## src/rtl/ctu_arb.sv

```systemverilog
// ctu_arb: round-robin write bursts and on-demand pop bursts into one CTU; grant 1 cycle after IDLE, pop data 1 cycle after ctu_rd.
// Backpressure: never writes while ctu_full or reads while ctu_empty. Define CTU_ARB_RD_PRIORITY_EN to favour pops in IDLE.
module ctu_arb #(
  parameter int NUM_REQ   = 4,
  parameter int DATA_WD   = 11,
  parameter int MAX_BURST = 8
) (
  input  logic                       clk,
  input  logic                       rst,
  input  logic [NUM_REQ-1:0]         req_valid,
  input  logic [NUM_REQ*DATA_WD-1:0] req_data,
  output logic [NUM_REQ-1:0]         req_ready,
  input  logic                       pop_req,
  output logic                       pop_valid,
  output logic [DATA_WD-1:0]         pop_data,
  output logic                       ctu_cs,
  output logic                       ctu_wr,
  output logic                       ctu_rd,
  output logic [DATA_WD-1:0]         ctu_EV_in,
  input  logic [DATA_WD-1:0]         ctu_EV_out,
  input  logic                       ctu_full,
  input  logic                       ctu_empty,
  output logic                       busy
);
  localparam int PTR_W = (NUM_REQ > 1) ? $clog2(NUM_REQ) : 1;
  localparam int CNT_W = $clog2(MAX_BURST + 1);

  typedef enum logic [1:0] {S_IDLE, S_WR, S_SETTLE, S_RD} state_t;

  state_t             state_q, state_d;
  logic [PTR_W-1:0]   rr_ptr_q, rr_ptr_d;
  logic [CNT_W-1:0]   cnt_q, cnt_d;
  logic               pop_valid_q, pop_valid_d;
  logic [DATA_WD-1:0] pop_data_q, pop_data_d;

  logic             wr_ok, rd_ok, burst_done;
  logic             gnt_found;
  logic [PTR_W-1:0] gnt_idx, scan_idx;

  assign wr_ok      = (|req_valid) && !ctu_full;
  assign rd_ok      = pop_req && !ctu_empty;
  assign burst_done = (cnt_q == CNT_W'(MAX_BURST));

  // First valid requester at or after rr_ptr, wrapping around.
  always_comb begin
    gnt_found = 1'b0;
    gnt_idx   = '0;
    scan_idx  = '0;
    for (int k = 0; k < NUM_REQ; k++) begin
      scan_idx = PTR_W'((int'(rr_ptr_q) + k) % NUM_REQ);
      if (!gnt_found && req_valid[scan_idx]) begin
        gnt_found = 1'b1;
        gnt_idx   = scan_idx;
      end
    end
  end

  always_comb begin
    state_d     = state_q;
    rr_ptr_d    = rr_ptr_q;
    cnt_d       = cnt_q;
    pop_valid_d = 1'b0;
    pop_data_d  = pop_data_q;
    req_ready   = '0;
    ctu_cs      = 1'b0;
    ctu_wr      = 1'b0;
    ctu_rd      = 1'b0;
    ctu_EV_in   = '0;
    unique case (state_q)
      S_IDLE: begin
`ifdef CTU_ARB_RD_PRIORITY_EN
        if (rd_ok) begin
          state_d = S_RD;
          cnt_d   = '0;
        end else if (wr_ok) begin
          state_d = S_WR;
          cnt_d   = '0;
        end
`else
        if (wr_ok) begin
          state_d = S_WR;
          cnt_d   = '0;
        end else if (rd_ok) begin
          state_d = S_RD;
          cnt_d   = '0;
        end
`endif
      end
      S_WR: begin
        // The cycle that fails the test is the no-grant exit cycle before SETTLE.
        if (wr_ok && gnt_found && !burst_done) begin
          req_ready[gnt_idx] = 1'b1;
          ctu_wr             = 1'b1;
          ctu_cs             = 1'b1;
          ctu_EV_in          = req_data[gnt_idx*DATA_WD +: DATA_WD];
          rr_ptr_d           = (gnt_idx == PTR_W'(NUM_REQ - 1)) ? '0 : gnt_idx + 1'b1;
          cnt_d              = cnt_q + 1'b1;
        end else begin
          state_d = S_SETTLE;
        end
      end
      S_SETTLE: state_d = S_IDLE;
      S_RD: begin
        if (rd_ok && !burst_done) begin
          ctu_rd      = 1'b1;
          ctu_cs      = 1'b1;
          pop_valid_d = 1'b1;
          pop_data_d  = ctu_EV_out;
          cnt_d       = cnt_q + 1'b1;
        end else begin
          state_d = S_IDLE;
        end
      end
      default: state_d = S_IDLE;
    endcase
  end

  always_ff @(posedge clk or posedge rst) begin
    if (rst) begin
      state_q     <= S_IDLE;
      rr_ptr_q    <= '0;
      cnt_q       <= '0;
      pop_valid_q <= 1'b0;
      pop_data_q  <= '0;
    end else begin
      state_q     <= state_d;
      rr_ptr_q    <= rr_ptr_d;
      cnt_q       <= cnt_d;
      pop_valid_q <= pop_valid_d;
      pop_data_q  <= pop_data_d;
    end
  end

  assign pop_valid = pop_valid_q;
  assign pop_data  = pop_data_q;
  assign busy      = (state_q != S_IDLE);
endmodule

```

## config.mk

```make
export PLATFORM = sky130hd
export DESIGN_NAME = ctu_arb
export DESIGN_NICKNAME = d
export VERILOG_FILES = /design/src/rtl/ctu_arb.sv
export SDC_FILE = /design/constraint.sdc
export NUM_CORES = 1
export LEC_CHECK = 0
export CAP_MARGIN = 5
export CORE_ASPECT_RATIO = 0.8
export CORE_MARGIN = 4
export CORE_UTILIZATION = 38
export CTS_BUF_LIST = sky130_fd_sc_hd__clkbuf_8
export CTS_CLUSTER_SIZE = 25
export DETAILED_ROUTE_END_ITERATION = 10
export PLACE_DENSITY = 0.83
export SYNTH_ARGS = -nofsm -noshare
export SYNTH_HDL_FRONTEND = slang
export SYNTH_SLANG_ARGS = --single-unit
```

## constraint.sdc

```tcl
create_clock -name clk -period 2.6 [get_ports clk]
set_input_delay 0.52 -clock clk [delete_from_list [all_inputs] [get_ports clk]]
set_output_delay 0.52 -clock clk [all_outputs]
set_load 0.01 [all_outputs]
```

# After elaboration in Yosys (flattened, before gate mapping)
# Index checks and enable logic that the tools add are counted.
# Widths: inputs -> output; s select.
# classes
n_shift,1
eq_ne,10
n_lt_le_gt_ge,6
mux,38
n_addsub,5
bitwise_logic,0
n_mul,1
div_mod_pow,0
n_reduce_logical,23
# ops
operator,n
$shiftx 44x7->11,1
$mux 4,6
$mux 11,2
$mux 2,9
$lt 2x3->1 const B,5
$mux 1,13
$pmux 4 s3,1
$logic_and 1x1->1,9
$bmux 1 s2,4
$ne 2x2->1 const B,4
$pmux 2 s4,1
$eq 2x2->1 const B,3
$logic_not 1->1,6
$mul 2x4->6 const B,1
$add 2x1->2 const B,2
$add 2x2->2 const B,2
$add 4x1->4 const B,1
$eq 4x4->1 const B,1
$reduce_and 2->1,2
$reduce_and 4->1,1
$reduce_or 4->1,1
$ne 3x3->1 const B,1
$reduce_and 3->1,1
$reduce_bool 3->1,1
other kinds (6),6
# totals
ram_bits,0
rom_bits,0
regBits,20
latchBits,0
n_memories,0
inputBits,64
output_inout_bits,31

# Longest topological paths before layout
# Gate-level depths: netlist (run 1).
# logic_depth
word_depth,18
mapped_depth,8
ltp_nobuf,7

# Least setup slack after synthesis (run 1)
# Ideal clock, no wire load.
# synth_timing
path_type,reg2out
from,register cnt_q[1]
to,output ctu_EV_in[1]
setup_slack_ps,347
t_arrival_ps,1733
required_time_ps,2080
path_stages_with_launch,9
path_cell_list,dfrtp_1 > inv_1 > ha_1 > nand2_1 > o21ai_2 > nor4_4 > nand2_2 > buf_4 > o22ai_1
# synth_via
elab_chain_len,5
# synth_rtl
element,line,text
start: declaration,32,"logic [CNT_W-1:0] cnt_q, cnt_d;"
start signal: assignment,128,cnt_q <= cnt_d;
$eq 4x4->1,42,assign burst_done = (cnt_q == CNT_W'(MAX_BURST));
$logic_not 1->1,91,if (wr_ok && gnt_found && !burst_done) begin
$logic_and 1x1->1,91,
$mux 11,91,
$mux 11,69,unique case (state_q)
end: declaration,19,"output logic [DATA_WD-1:0] ctu_EV_in,"
# Every way passes these cells.

# Final worst setup path (run 1)
# layout_timing
from,input req_valid[3]
to,output ctu_cs
# layout_via
elab_chain_len,16
elab_cells_between_ends,24
# layout_rtl
element,line,text
start: declaration,10,"input logic [NUM_REQ-1:0] req_valid,"
$bmux 1 s2,51,if (!gnt_found && req_valid[scan_idx]) begin
$mux 1 (implied by the code),51,
$mux 1,51,
$logic_not 1->1,51,
$logic_and 1x1->1,51,
$mux 1,51,
$logic_not 1->1,51,
$logic_and 1x1->1,51,
$mux 1,51,
$logic_not 1->1,51,
$logic_and 1x1->1,51,
$mux 1,51,
$logic_and 1x1->1 (*) (2 in series),91,
$mux 1 (*),91,
$pmux 1 s2 (*),69,
end: declaration,16,"output logic ctu_cs,"
# Every way passes the cells marked *; elsewhere a longest branch is shown, timed or not. The select of a mux whose other input is x is not followed.

==> results by group, run 1 <==
Synth
  – Portion of the post-synthesis area used by sequential elements: 0.334
  – Library cell with the highest instance count after synthesis: sky130_fd_sc_hd__mux2i_1
  – Post-synthesis compound-gate area fraction: 0.144
  – Synth Area per Inst: ~11 um^2
  – Dominant combinational cell family by area after synthesis: multiplexers
  – Fraction of synthesized cell area in xor and xnor cells: 0.00585
  – Area share of the largest cell type after synthesis: 0.334
  – Total nets after synthesis: just over 200
  – Primary FF master, synth: sky130_fd_sc_hd__dfrtp_1
  – Number of synthesized register bits: 20
  – Most instantiated cells after synthesis: 23 x sky130_fd_sc_hd__mux2i_1, 20 x sky130_fd_sc_hd__dfrtp_1, 11 x sky130_fd_sc_hd__o22ai_1, 10 x sky130_fd_sc_hd__inv_1, 8 x sky130_fd_sc_hd__mux2_4
  – Fraction of synthesized area in multiplexers: 0.264
  – Count of flip-flops with a built-in enable after synthesis: 0
  – Top cells by area in the synthesized netlist: sky130_fd_sc_hd__dfrtp_1 33%, sky130_fd_sc_hd__mux2i_1 15%, sky130_fd_sc_hd__mux2_4 8.0%
  – Simple-Gate Fraction of Synth Area: 0.139
  – Post-synthesis cell type with the largest combined area: sky130_fd_sc_hd__dfrtp_1
  – Number of standard cells after synthesis: 137
  – Post-Syn Area: ~1500 um^2
  – Async SR Flop Fraction: 1.00
  – Share of synthesized cell area in full adder, half adder and majority cells: 0.0501
  – Count of cell types in the netlist: 36
  – Synth warnings: 0

Drt
  – Post-detailed-route DRC marker count: 0
  – Number of antenna-violating nets in the routed design: 0
  – Detailed router's first-iteration violation count: 44
  – Via Count: 1483
  – First-pass DRT Iterations: 4
  – Wire per inst: ~15 um
  – Routed Wire Length: between 4000 and 5000 um
  – Via count normalized by instance count: between 4 and 5

Setup path
  – Critical path peak fanout: 4
  – Category of cells accounting for the largest share of critical-path delay: buffers and inverters
  – Largest stage delay on the critical path: ~0.34 ns
  – Critical-path cell list: dlygate4sd2_1 > nor4_4 > buf_4 > buf_4 > or3_4 > a21oi_4 > dlygate4sd2_1
  – Crit-path slowest cell: sky130_fd_sc_hd__or3_4
  – Data arrival time of the worst path: roughly 2.0 ns
  – Type of destination of the critical path: output pin
  – Worst setup path category: in -> out
  – Sort of element at the start of the critical path: input pin
  – Endpoint required time on the critical path: 2.08 ns
  – Count of buffer and inverter cells on the critical path: 4

Die
  – Number of placement rows: 20
  – Floorplan die width: around 78 um
  – Standard cell core area: 3800 um^2
  – I/O pins: between 90 and 100
  – Die Y: ~64 um
  – Initial core utilization: 0.394
  – Overall die area: 5020 um^2

GRT
  – Maximum number of pins on one net before global-route repair: 21
  – First-pass GRT wire length: 7280 um
  – Overall track demand over capacity in global routing: 0.180
  – Total gr overflow: 0
  – Antenna violations before repair: 0
  – Via count of the first global-routing pass: approximately 1500

STA
  – Tightest Pin Transition: around 0.77 ns
  – Count of final max-slew check failures: 0
  – Final-report hold violation count: 0
  – Maximum frequency from static timing analysis: between 0.3 and 0.4 GHz
  – Max Clock Skew: approximately 0.0017 ns
  – Setup repair after global routing missed its margin: no
  – Hold slack: roughly 0.51 ns
  – Final min period: ~2.5 ns
  – Final count of negative-setup-slack endpoints: 0
  – Final critical-path share of the clock period: 0.970
  – Max transition margin: 0.484

Pwr
  – PD cells: 792 nW/um^2
  – Peak ir drop on the vdd network: ~0.52 mV
  – Leakage power figure: about 1.3 nW

Final layout
  – Number of antenna repair diodes: 0
  – Signed area change from the synthesized netlist to the final layout: 80.5%
  – Final core area utilization: 0.711
  – Layout cell share with drive strength beyond 1: 0.291
  – Final Net Count: around 330

Clocking
  – Root Buffer: sky130_fd_sc_hd__clkbuf_8
  – Clock input transition at the sequential cells of the worst setup and hold paths: approximately 0.07 ns
  – CTS Buf Count: 3
  – TritonCTS clock tree: yes
  – Clk sink count: 20
  – Clock latency on the worst-skew pair: ~0.25 ns
  – Maximum buffer depth of the clock tree: 2
  – Max H-tree Level: 1

Place
  – I/O Buffers: 94
  – Gpl congestion: around 0.80
  – Detailed-placement wirelength estimate: ~3700 um

Min path
  – HP Class: reg -> reg

Status
  – Status: complete, no violations

Job
  – Maxcap violations: 0
==> what timing repair did <==
action	in CTS	in global routing
pin swaps	4	3
setup endpoints to repair	17	14
gates resized for setup	39	28
hold buffers	0	0
setup buffers	7	2
==> final timing paths <==
check | start | to | slack, ns | depth (start not counted)
min in group asynchronous | rst | cnt_q[3]$_DFFE_PP0P_ | 0.71 | 2
max in group asynchronous | rst | rr_ptr_q[1]$_DFFE_PP0P_ | 1.41 | 2
hold reg to reg | pop_data[1]$_DFFE_PP0P_ | pop_data[1]$_DFFE_PP0P_ | 0.51 | 1
setup / recovery | req_valid[3] | ctu_cs | 0.08 | 7
hold / removal | pop_data[1]$_DFFE_PP0P_ | pop_data[1]$_DFFE_PP0P_ | 0.51 | 1
setup reg to reg | cnt_q[0]$_DFFE_PP0P_ | pop_data[2]$_DFFE_PP0P_ | 0.75 | 8
==> registers in the layout, indices dropped and copies added, names as in the netlist <==
register   flops
pop_data      11
rr_ptr_q       2
cnt_q          4
state_q        2
pop_valid      1
==> placed cells by master, fill, tap and decap left out, types with 5 or more instances in the layout <==
cell and n:
sky130_fd_sc_hd__and2_1 5, sky130_fd_sc_hd__buf_4 25, sky130_fd_sc_hd__clkbuf_2 10, sky130_fd_sc_hd__clkdlybuf4s50_1 71, sky130_fd_sc_hd__dfrtp_1 20, sky130_fd_sc_hd__dlygate4sd2_1 6
sky130_fd_sc_hd__ha_1 6, sky130_fd_sc_hd__inv_1 9, sky130_fd_sc_hd__mux2_4 8, sky130_fd_sc_hd__mux2i_1 22, sky130_fd_sc_hd__o22ai_1 9
==> through the flow <==
stage / total power, mW / cell area (um^2) / setup TNS, ns / cells / setup slack, ns
6_report: 2.14 / 2700 / 0 / 313 / 0.0776
5_1_grt: 2.28 / 2700 / 0 / 313 / 0.0158
4_1_cts: 2.13 / 2720 / 0 / 311 / 0.00199
3_5_place_dp: 1.84 / 2600 / -8.02 / 300 / -0.559
3_3_place_gp: 1.83 / 2600 / -7.78 / 300 / -0.538
2_1_floorplan: 1.23 / 1500 / 0 / 137 / 0.347
==> logic make-up after synthesis <==
logic type               count (synthesis)
AND/OR/NAND/NOR                         29
flip-flops                              20
AO/OA/AOI/OAI                           30
buffers and inverters                   16
adder cells (fa/ha/maj)                  6
multiplexers                            35
XOR/XNOR                                 1
==> power breakdown <==
group | switching (mW) | total, mW | internal, mW | leakage, nW
combinational | 0.569 | 1.39 | 0.816 | 1.02
sequential | 0.0829 | 0.522 | 0.439 | 0.252
clock | 0.0983 | 0.233 | 0.135 | 0.0288
==> layout make-up <==
type | count | area, um^2
inverter | 10 | 37.5
timing repair buffer | 123 | 1110
multi-input combinational | 101 | 933
tap | 55 | 68.8
clock buffer | 4 | 55.1
sequential | 20 | 500
fill | 299 | 1100
==> metal layers <==
metal	up-vias	track usage	routed length (um)
met4	0	0.0371	67
met5	-	0	0
li1	738	-	-
met1	708	0.230	2080
met3	6	0.0324	154
met2	31	0.319	2360
No activity file was read; power rests on OpenSTA's default activity.
==> run 2: changes to the inputs <==
Settings changed: CORE_ASPECT_RATIO 0.8 to 1.2, CORE_MARGIN 4 to not set.
==> run 2 against run 1 <==
Against the previous run: worst hold slack got worse by 0.0015 ns; clock power is 4% higher; die area decreased by 16%; critical path depth shrank 1; cell area decreased by 1.8%; flip-flop and latch count unchanged; combinational power down 6%; routed wire length fell by 10%; critical endpoint is now ctu_EV_in[1]; largest cell class unchanged; largest power group unchanged.
==> results by group, run 2 (synthesis gave the netlist of run 1 again) <==
Status
  – Status: complete, no violations (unchanged)

Final layout
  – Leading cell types in the layout, fill and taps excluded: 72 x sky130_fd_sc_hd__clkdlybuf4s50_1, 23 x sky130_fd_sc_hd__mux2i_1, 22 x sky130_fd_sc_hd__buf_4, 20 x sky130_fd_sc_hd__dfrtp_1, 11 x sky130_fd_sc_hd__o22ai_1 (was 71 x sky130_fd_sc_hd__clkdlybuf4s50_1, 25 x sky130_fd_sc_hd__buf_4, 22 x sky130_fd_sc_hd__mux2i_1, 20 x sky130_fd_sc_hd__dfrtp_1, 10 x sky130_fd_sc_hd__clkbuf_2)
  – Signed area change from the synthesized netlist to the final layout: 77.2% (was 80.5%)
  – Number of flip-flops in the largest register: 11 (unchanged)
  – Final core area utilization: 0.718 (was 0.711)
  – Layout cell share with drive strength beyond 1: 0.252 (was 0.291)
  – Final-layout fill cell count: 271 (was 299)
  – Final non-filler cell total: 306 (was 313)
  – Post-route cell area: 2650 um^2 (was 2700 um^2)
  – Final Net Count: 325 (was 329)
  – Number of antenna repair diodes: 0 (unchanged)
  – Most frequent standard cell in the layout excluding fill and tap cells: sky130_fd_sc_hd__clkdlybuf4s50_1 (unchanged)

Die
  – Initial core utilization: 0.405 (was 0.394)
  – Die Y: 70.8 um (was 64.2 um)
  – Standard cell core area: 3690 um^2 (was 3800 um^2)
  – Overall die area: 4200 um^2 (was 5020 um^2)
  – Number of placement rows: 24 (was 20)
  – Floorplan die width: 59.3 um (was 78.2 um)
  – I/O pins: 95 (unchanged)

Min path
  – HP Class: reg -> reg (unchanged)

STA
  – Max Clock Skew: 0.00144 ns (was 0.00173 ns)
  – Final min period: 2.56 ns (was 2.52 ns)
  – Count of final max-slew check failures: 0 (unchanged)
  – Final count of negative-setup-slack endpoints: 0 (unchanged)
  – Tightest Pin Transition: 0.748 ns (was 0.773 ns)
  – Maximum frequency from static timing analysis: 0.390 GHz (was 0.396 GHz)
  – Final critical-path share of the clock period: 0.986 (was 0.970)
  – Final-report hold violation count: 0 (unchanged)
  – Max transition margin: 0.500 (was 0.484)

Drt
  – Wire per inst: 13.7 um (was 14.9 um)
  – Via Count: 1492 (was 1483)
  – Post-detailed-route DRC marker count: 0 (unchanged)
  – Via count normalized by instance count: 4.88 (was 4.74)
  – Routed Wire Length: 4190 um (was 4670 um)
  – Detailed router's first-iteration violation count: 35 (was 44)
  – First-pass DRT Iterations: 4 (unchanged)
  – Number of antenna-violating nets in the routed design: 0 (unchanged)

Clocking
  – Clk sink count: 20 (unchanged)
  – Root Buffer: sky130_fd_sc_hd__clkbuf_8 (unchanged)
  – CTS Buf Count: 3 (unchanged)
  – Post-cts hold buffer count: 0 (unchanged)
  – TritonCTS clock tree: yes (unchanged)
  – Maximum buffer depth of the clock tree: 2 (unchanged)
  – Clock input transition at the sequential cells of the worst setup and hold paths: 0.07 ns (about the same)
  – Clock latency on the worst-skew pair: 0.26 ns (was 0.25 ns)
  – Max H-tree Level: 1 (unchanged)

Place
  – Post-Place Cell Area: 2610 um^2 (was 2600 um^2)
  – Post-placement cell count: 295 (was 300)
  – Gpl congestion: 0.830 (was 0.799)
  – I/O Buffers: 94 (unchanged)
  – Detailed-placement wirelength estimate: 3360 um (was 3710 um)

Setup path
  – Sort of element at the start of the critical path: input pin (unchanged)
  – Data arrival time of the worst path: 2.04 ns (was 2.00 ns)
  – Worst setup path category: in -> out (unchanged)
  – Type of destination of the critical path: output pin (unchanged)
  – Count of buffer and inverter cells on the critical path: 3 (was 4)
  – Crit-path slowest cell: sky130_fd_sc_hd__clkdlybuf4s50_1 (was sky130_fd_sc_hd__or3_4)
  – Minimum setup slack among reg-to-reg paths: 0.78 ns (was 0.75 ns)
  – Critical path peak fanout: 12 (was 4)
  – Critical-path cell list: clkdlybuf4s50_1 > nor4_4 > buf_4 > nand2_4 > o22ai_1 > clkdlybuf4s15_1 (was dlygate4sd2_1 > nor4_4 > buf_4 > buf_4 > or3_4 > a21oi_4 > dlygate4sd2_1)
  – Category of cells accounting for the largest share of critical-path delay: buffers and inverters (unchanged)
  – Largest stage delay on the critical path: 0.48 ns (was 0.34 ns)
  – Endpoint required time on the critical path: 2.08 ns (about the same)

Pwr
  – Leakage power figure: 1.27 nW (was 1.30 nW)
  – Final Total Pwr: 2.07 mW (was 2.14 mW)
  – Peak ir drop on the vdd network: 0.401 mV (was 0.520 mV)
  – PD cells: 781 nW/um^2 (was 792 nW/um^2)

Job
  – Maxcap violations: 0 (unchanged)

GRT
  – First-pass GRT wire length: 6540 um (was 7280 um)
  – Total gr overflow: 0 (unchanged)
  – Overall track demand over capacity in global routing: 0.206 (was 0.180)
  – Antenna violations before repair: 0 (unchanged)
  – Via count of the first global-routing pass: 1519 (was 1524)
  – Maximum number of pins on one net before global-route repair: 21 (unchanged)
## run 2: cell types whose count changed in the layout (fill, tap and decap cells not counted), moves of 3 or more
cell                       before  now
sky130_fd_sc_hd__buf_2          3    7
sky130_fd_sc_hd__buf_4         25   22
sky130_fd_sc_hd__clkbuf_2      10    6
sky130_fd_sc_hd__buf_6          4    1
## run 2: worst register-to-register path, stage by stage (launching register included)
cell and delay, ns:
sky130_fd_sc_hd__dfrtp_1 0.39, sky130_fd_sc_hd__inv_1 0.06, sky130_fd_sc_hd__ha_1 0.14, sky130_fd_sc_hd__nand2_1 0.06, sky130_fd_sc_hd__o21ai_2 0.19, sky130_fd_sc_hd__buf_4 0.17, sky130_fd_sc_hd__or2_1 0.11, sky130_fd_sc_hd__buf_4 0.23
sky130_fd_sc_hd__mux2_2 0.36
## run 2: final cells by class
| cell class | count | area, um^2 | share of cell area |
|---|---|---|---|
| clock buffers | 4 | 55.1 | 0.0207 |
| inverters | 10 | 37.5 | 0.0141 |
| multi-input cells | 101 | 907 | 0.342 |
| flip-flops and latches | 20 | 500 | 0.189 |
| well taps | 52 | 65.1 | 0.0245 |
| repair buffers | 119 | 1090 | 0.410 |
## run 2: stage by stage
| step | setup slack [ns] | hold slack, ns | setup TNS (ns) |
|---|---|---|---|
| after floorplan | 0.347 | 0.484 | 0 |
| after global placement | -0.454 | 0.486 | -6.99 |
| after detailed placement | -0.542 | 0.491 | -8.01 |
| after CTS | 0.000191 | 0.512 | 0 |
| after global routing | -0.0212 | 0.522 | -0.0340 |
| final | 0.0356 | 0.508 | 0 |
## run 2: power breakdown
part / total (mW) / internal (mW) / leakage (nW) / switching (mW)
Combinational: 1.30 / 0.769 / 0.989 / 0.531
Clock: 0.242 / 0.135 / 0.0288 / 0.107
Sequential: 0.532 / 0.438 / 0.252 / 0.0945
Total: 2.07 / 1.34 / 1.27 / 0.732
## run 2: what timing repair did
item / 4_1_cts / 5_1_grt
buffers inserted: 4 / 4
setup endpoints to repair: 17 / 17
hold endpoints to repair: 0 / 0
pin swaps: 4 / 3
gates resized for setup: 47 / 14
## run 2: per-layer routing
layer,global-route usage,vias up,wire [um]
met1,0.213,679,1570
li1,-,726,-
met5,0,-,0
met3,0.0402,9,295
met4,0.0979,0,85
met2,0.382,78,2240
## run 2: worst paths after layout
kind,cells after the start,from,endpoint
setup reg to reg,8,cnt_q[0]$_DFFE_PP0P_,pop_data[2]$_DFFE_PP0P_
setup / recovery,6,ctu_full,ctu_EV_in[1]
hold / removal,1,pop_data[1]$_DFFE_PP0P_,pop_data[1]$_DFFE_PP0P_
hold reg to reg,1,pop_data[1]$_DFFE_PP0P_,pop_data[1]$_DFFE_PP0P_
min in group asynchronous,2,rst,pop_data[7]$_DFFE_PP0P_
max in group asynchronous,2,rst,pop_data[2]$_DFFE_PP0P_
==> run 3: changes to the inputs <==
Settings changed: CELL_PAD_IN_SITES_DETAIL_PLACEMENT set to 0, CELL_PAD_IN_SITES_GLOBAL_PLACEMENT set to 1, CORE_UTILIZATION 38 to 27, PLACE_DENSITY 0.83 to not set, PLACE_DENSITY_LB_ADDON set to 0.1.
==> run 3 against run 2 <==
Against the previous run: non-clock buffer count is 4 lower; maximum frequency is 1.2% higher; sequential share of layout area is 0.29 points lower; flip-flop and latch count is the same; largest power group unchanged; count of clock-buffer cells in the layout is 1 lower.
==> results by group, run 3 (synthesis gave the netlist of run 1 again) <==
Setup path
  – Crit-path slowest cell: sky130_fd_sc_hd__dlygate4sd2_1 (was sky130_fd_sc_hd__clkdlybuf4s50_1)
  – Endpoint of the lowest-slack register-to-register path: pop_data[0]$_DFFE_PP0P_ (was pop_data[2]$_DFFE_PP0P_)
  – Data arrival time of the worst path: 2.01 ns (was 2.04 ns)
  – Endpoint required time on the critical path: 2.08 ns (about the same)
  – Worst r2r src: cnt_q[1]$_DFFE_PP0P_ (was cnt_q[0]$_DFFE_PP0P_)
  – Critical path peak fanout: 5 (was 12)
  – Sort of element at the start of the critical path: input pin (unchanged)
  – Category of cells accounting for the largest share of critical-path delay: buffers and inverters (unchanged)
  – Critical-path cell list: clkdlybuf4s15_2 > mux2i_1 > and2_4 > nor3_4 > inv_1 > ha_1 > and2_1 > dlygate4sd2_1 (was clkdlybuf4s50_1 > nor4_4 > buf_4 > nand2_4 > o22ai_1 > clkdlybuf4s15_1)
  – Critical path depth in cells: 8 (was 6)
  – Worst setup path category: in -> out (unchanged)
  – Type of destination of the critical path: output pin (unchanged)
  – Count of buffer and inverter cells on the critical path: 3 (unchanged)
  – Destination of the critical timing path: req_ready[0] (was ctu_EV_in[1])
  – Start point of the critical path: req_valid[1] (was ctu_full)
  – Count of cells along the worst register-to-register path: 8 (unchanged)
  – Largest stage delay on the critical path: 0.28 ns (was 0.48 ns)
  – Minimum setup slack among reg-to-reg paths: 0.74 ns (was 0.78 ns)

STA
  – Hold slack: 0.507 ns (was 0.508 ns)
  – Max Clock Skew: 0.000863 ns (was 0.00144 ns)
  – Tightest Pin Transition: 0.797 ns (was 0.748 ns)
  – Maximum frequency from static timing analysis: 0.395 GHz (was 0.390 GHz)
  – Final critical-path share of the clock period: 0.975 (was 0.986)
  – Final min period: 2.53 ns (was 2.56 ns)
  – Final count of negative-setup-slack endpoints: 0 (unchanged)
  – Setup repair after global routing missed its margin: yes
  – Final-report hold violation count: 0 (unchanged)
  – Count of final max-slew check failures: 0 (unchanged)
  – Max transition margin: 0.468 (was 0.500)

Clocking
  – Clock latency on the worst-skew pair: 0.26 ns (about the same)
  – CTS Buf Count: 3 (unchanged)
  – TritonCTS clock tree: yes (unchanged)
  – Clock input transition at the sequential cells of the worst setup and hold paths: 0.08 ns (was 0.07 ns)
  – Max H-tree Level: 1 (unchanged)
  – Root Buffer: sky130_fd_sc_hd__clkbuf_8 (unchanged)
  – Post-cts hold buffer count: 0 (unchanged)
  – Maximum buffer depth of the clock tree: 2 (unchanged)
  – Clk sink count: 20 (unchanged)

GRT
  – Maximum number of pins on one net before global-route repair: 23 (was 21)
  – Via count of the first global-routing pass: 1686 (was 1519)
  – Antenna violations before repair: 0 (unchanged)
  – Overall track demand over capacity in global routing: 0.153 (was 0.206)
  – Total gr overflow: 0 (unchanged)
  – First-pass GRT wire length: 7450 um (was 6540 um)

Final layout
  – Signed area change from the synthesized netlist to the final layout: 80.4% (was 77.2%)
  – Leading cell types in the layout, fill and taps excluded: 72 x sky130_fd_sc_hd__clkdlybuf4s50_1, 23 x sky130_fd_sc_hd__mux2i_1, 19 x sky130_fd_sc_hd__dfrtp_1, 17 x sky130_fd_sc_hd__buf_4 (was 72 x sky130_fd_sc_hd__clkdlybuf4s50_1, 23 x sky130_fd_sc_hd__mux2i_1, 22 x sky130_fd_sc_hd__buf_4, 20 x sky130_fd_sc_hd__dfrtp_1, 11 x sky130_fd_sc_hd__o22ai_1)
  – Final-layout fill cell count: 480 (was 271)
  – Post-route cell area: 2700 um^2 (was 2650 um^2)
  – Layout cell share with drive strength beyond 1: 0.268 (was 0.252)
  – Final Net Count: 321 (was 325)
  – Final core area utilization: 0.510 (was 0.718)
  – Number of antenna repair diodes: 0 (unchanged)
  – Number of flip-flops in the largest register: 11 (unchanged)
  – Most frequent standard cell in the layout excluding fill and tap cells: sky130_fd_sc_hd__clkdlybuf4s50_1 (unchanged)

Status
  – Status: complete, no violations (unchanged)

Drt
  – Via Count: 1484 (was 1492)
  – Via count normalized by instance count: 4.76 (was 4.88)
  – Number of antenna-violating nets in the routed design: 0 (unchanged)
  – Wire per inst: 13.8 um (was 13.7 um)
  – Post-detailed-route DRC marker count: 0 (unchanged)
  – Routed Wire Length: 4320 um (was 4190 um)
  – Detailed router's first-iteration violation count: 77 (was 35)
  – First-pass DRT Iterations: 4 (unchanged)

Die
  – I/O pins: 95 (unchanged)
  – Standard cell core area: 5300 um^2 (was 3690 um^2)
  – Initial core utilization: 0.283 (was 0.405)
  – Number of placement rows: 29 (was 24)
  – Floorplan die width: 70.0 um (was 59.3 um)
  – Overall die area: 5850 um^2 (was 4200 um^2)
  – Die Y: 83.6 um (was 70.8 um)

Place
  – Detailed-placement wirelength estimate: 3400 um (was 3360 um)
  – I/O Buffers: 94 (unchanged)
  – Post-Place Cell Area: 2590 um^2 (was 2610 um^2)
  – Gpl congestion: 0.750 (was 0.830)

Pwr
  – Peak ir drop on the vdd network: 0.331 mV (was 0.401 mV)
  – Leakage power figure: 1.24 nW (was 1.27 nW)
  – PD cells: 798 nW/um^2 (was 781 nW/um^2)

Min path
  – HP Class: reg -> reg (unchanged)

Job
  – Maxcap violations: 0 (unchanged)
run 3: cell types whose count changed in the layout (fill, tap and decap cells not counted), moves of 3 or more:
cell and change:
sky130_fd_sc_hd__clkdlybuf4s15_2 +5, sky130_fd_sc_hd__clkbuf_2 -5, sky130_fd_sc_hd__buf_4 -5, sky130_fd_sc_hd__clkdlybuf4s15_1 -3
run 3: per-stage QoR:
step	instances	total power, mW	setup WS (ns)	setup TNS [ns]
2_1_floorplan	137	1.23	0.347	0
3_3_place_gp	303	1.81	-0.432	-6.55
3_5_place_dp	303	1.83	-0.492	-7.42
4_1_cts	311	2.16	0.0270	0
5_1_grt	312	2.30	-0.0174	-0.0208
6_report	312	2.16	0.0662	0
run 3: metal layers:
layer	up-vias	part of all wire	track usage
li1	719	-	-
met1	692	0.39	0.176
met2	68	0.52	0.277
met3	5	0.079	0.0350
met4	0	0.012	0.0509
met5	-	0	0
run 3: worst min path at each step:
stage | from | to | slack, ns | cells after the start
floorplan | rst | cnt_q[0]$_DFFE_PP0P_ | 0.48 | 1
global placement | pop_data[1]$_DFFE_PP0P_ | pop_data[1]$_DFFE_PP0P_ | 0.49 | 1
detailed placement | pop_data[1]$_DFFE_PP0P_ | pop_data[1]$_DFFE_PP0P_ | 0.50 | 1
CTS | pop_data[1]$_DFFE_PP0P_ | pop_data[1]$_DFFE_PP0P_ | 0.51 | 1
global route | pop_data[1]$_DFFE_PP0P_ | pop_data[1]$_DFFE_PP0P_ | 0.53 | 1
finish | pop_data[1]$_DFFE_PP0P_ | pop_data[1]$_DFFE_PP0P_ | 0.51 | 1
run 3: final cells by class:
type / count / area, um^2 / share of cell area
Multi-Input combinational cell: 101 / 935 / 0.346
Timing Repair Buffer: 115 / 1080 / 0.399
Tap cell: 62 / 77.6 / 0.0287
Clock inverter: 1 / 30.0 / 0.0111
Inverter: 10 / 37.5 / 0.0139
Clock buffer: 3 / 41.3 / 0.0153
Sequential cell: 20 / 502 / 0.186
run 3: power breakdown:
part | total [mW] | switching, mW | internal [mW] | leakage, nW
Sequential | 0.529 | 0.0890 | 0.440 | 0.251
Clock | 0.313 | 0.107 | 0.205 | 0.0357
Combinational | 1.31 | 0.541 | 0.773 | 0.957
Total | 2.16 | 0.737 | 1.42 | 1.24
run 3: repair_timing:
item                                    in CTS  in global routing
pin swaps                                    2                  3
endpoints found under the setup margin      17                 13
setup buffers                                4                  1
resized for setup                           64                  7
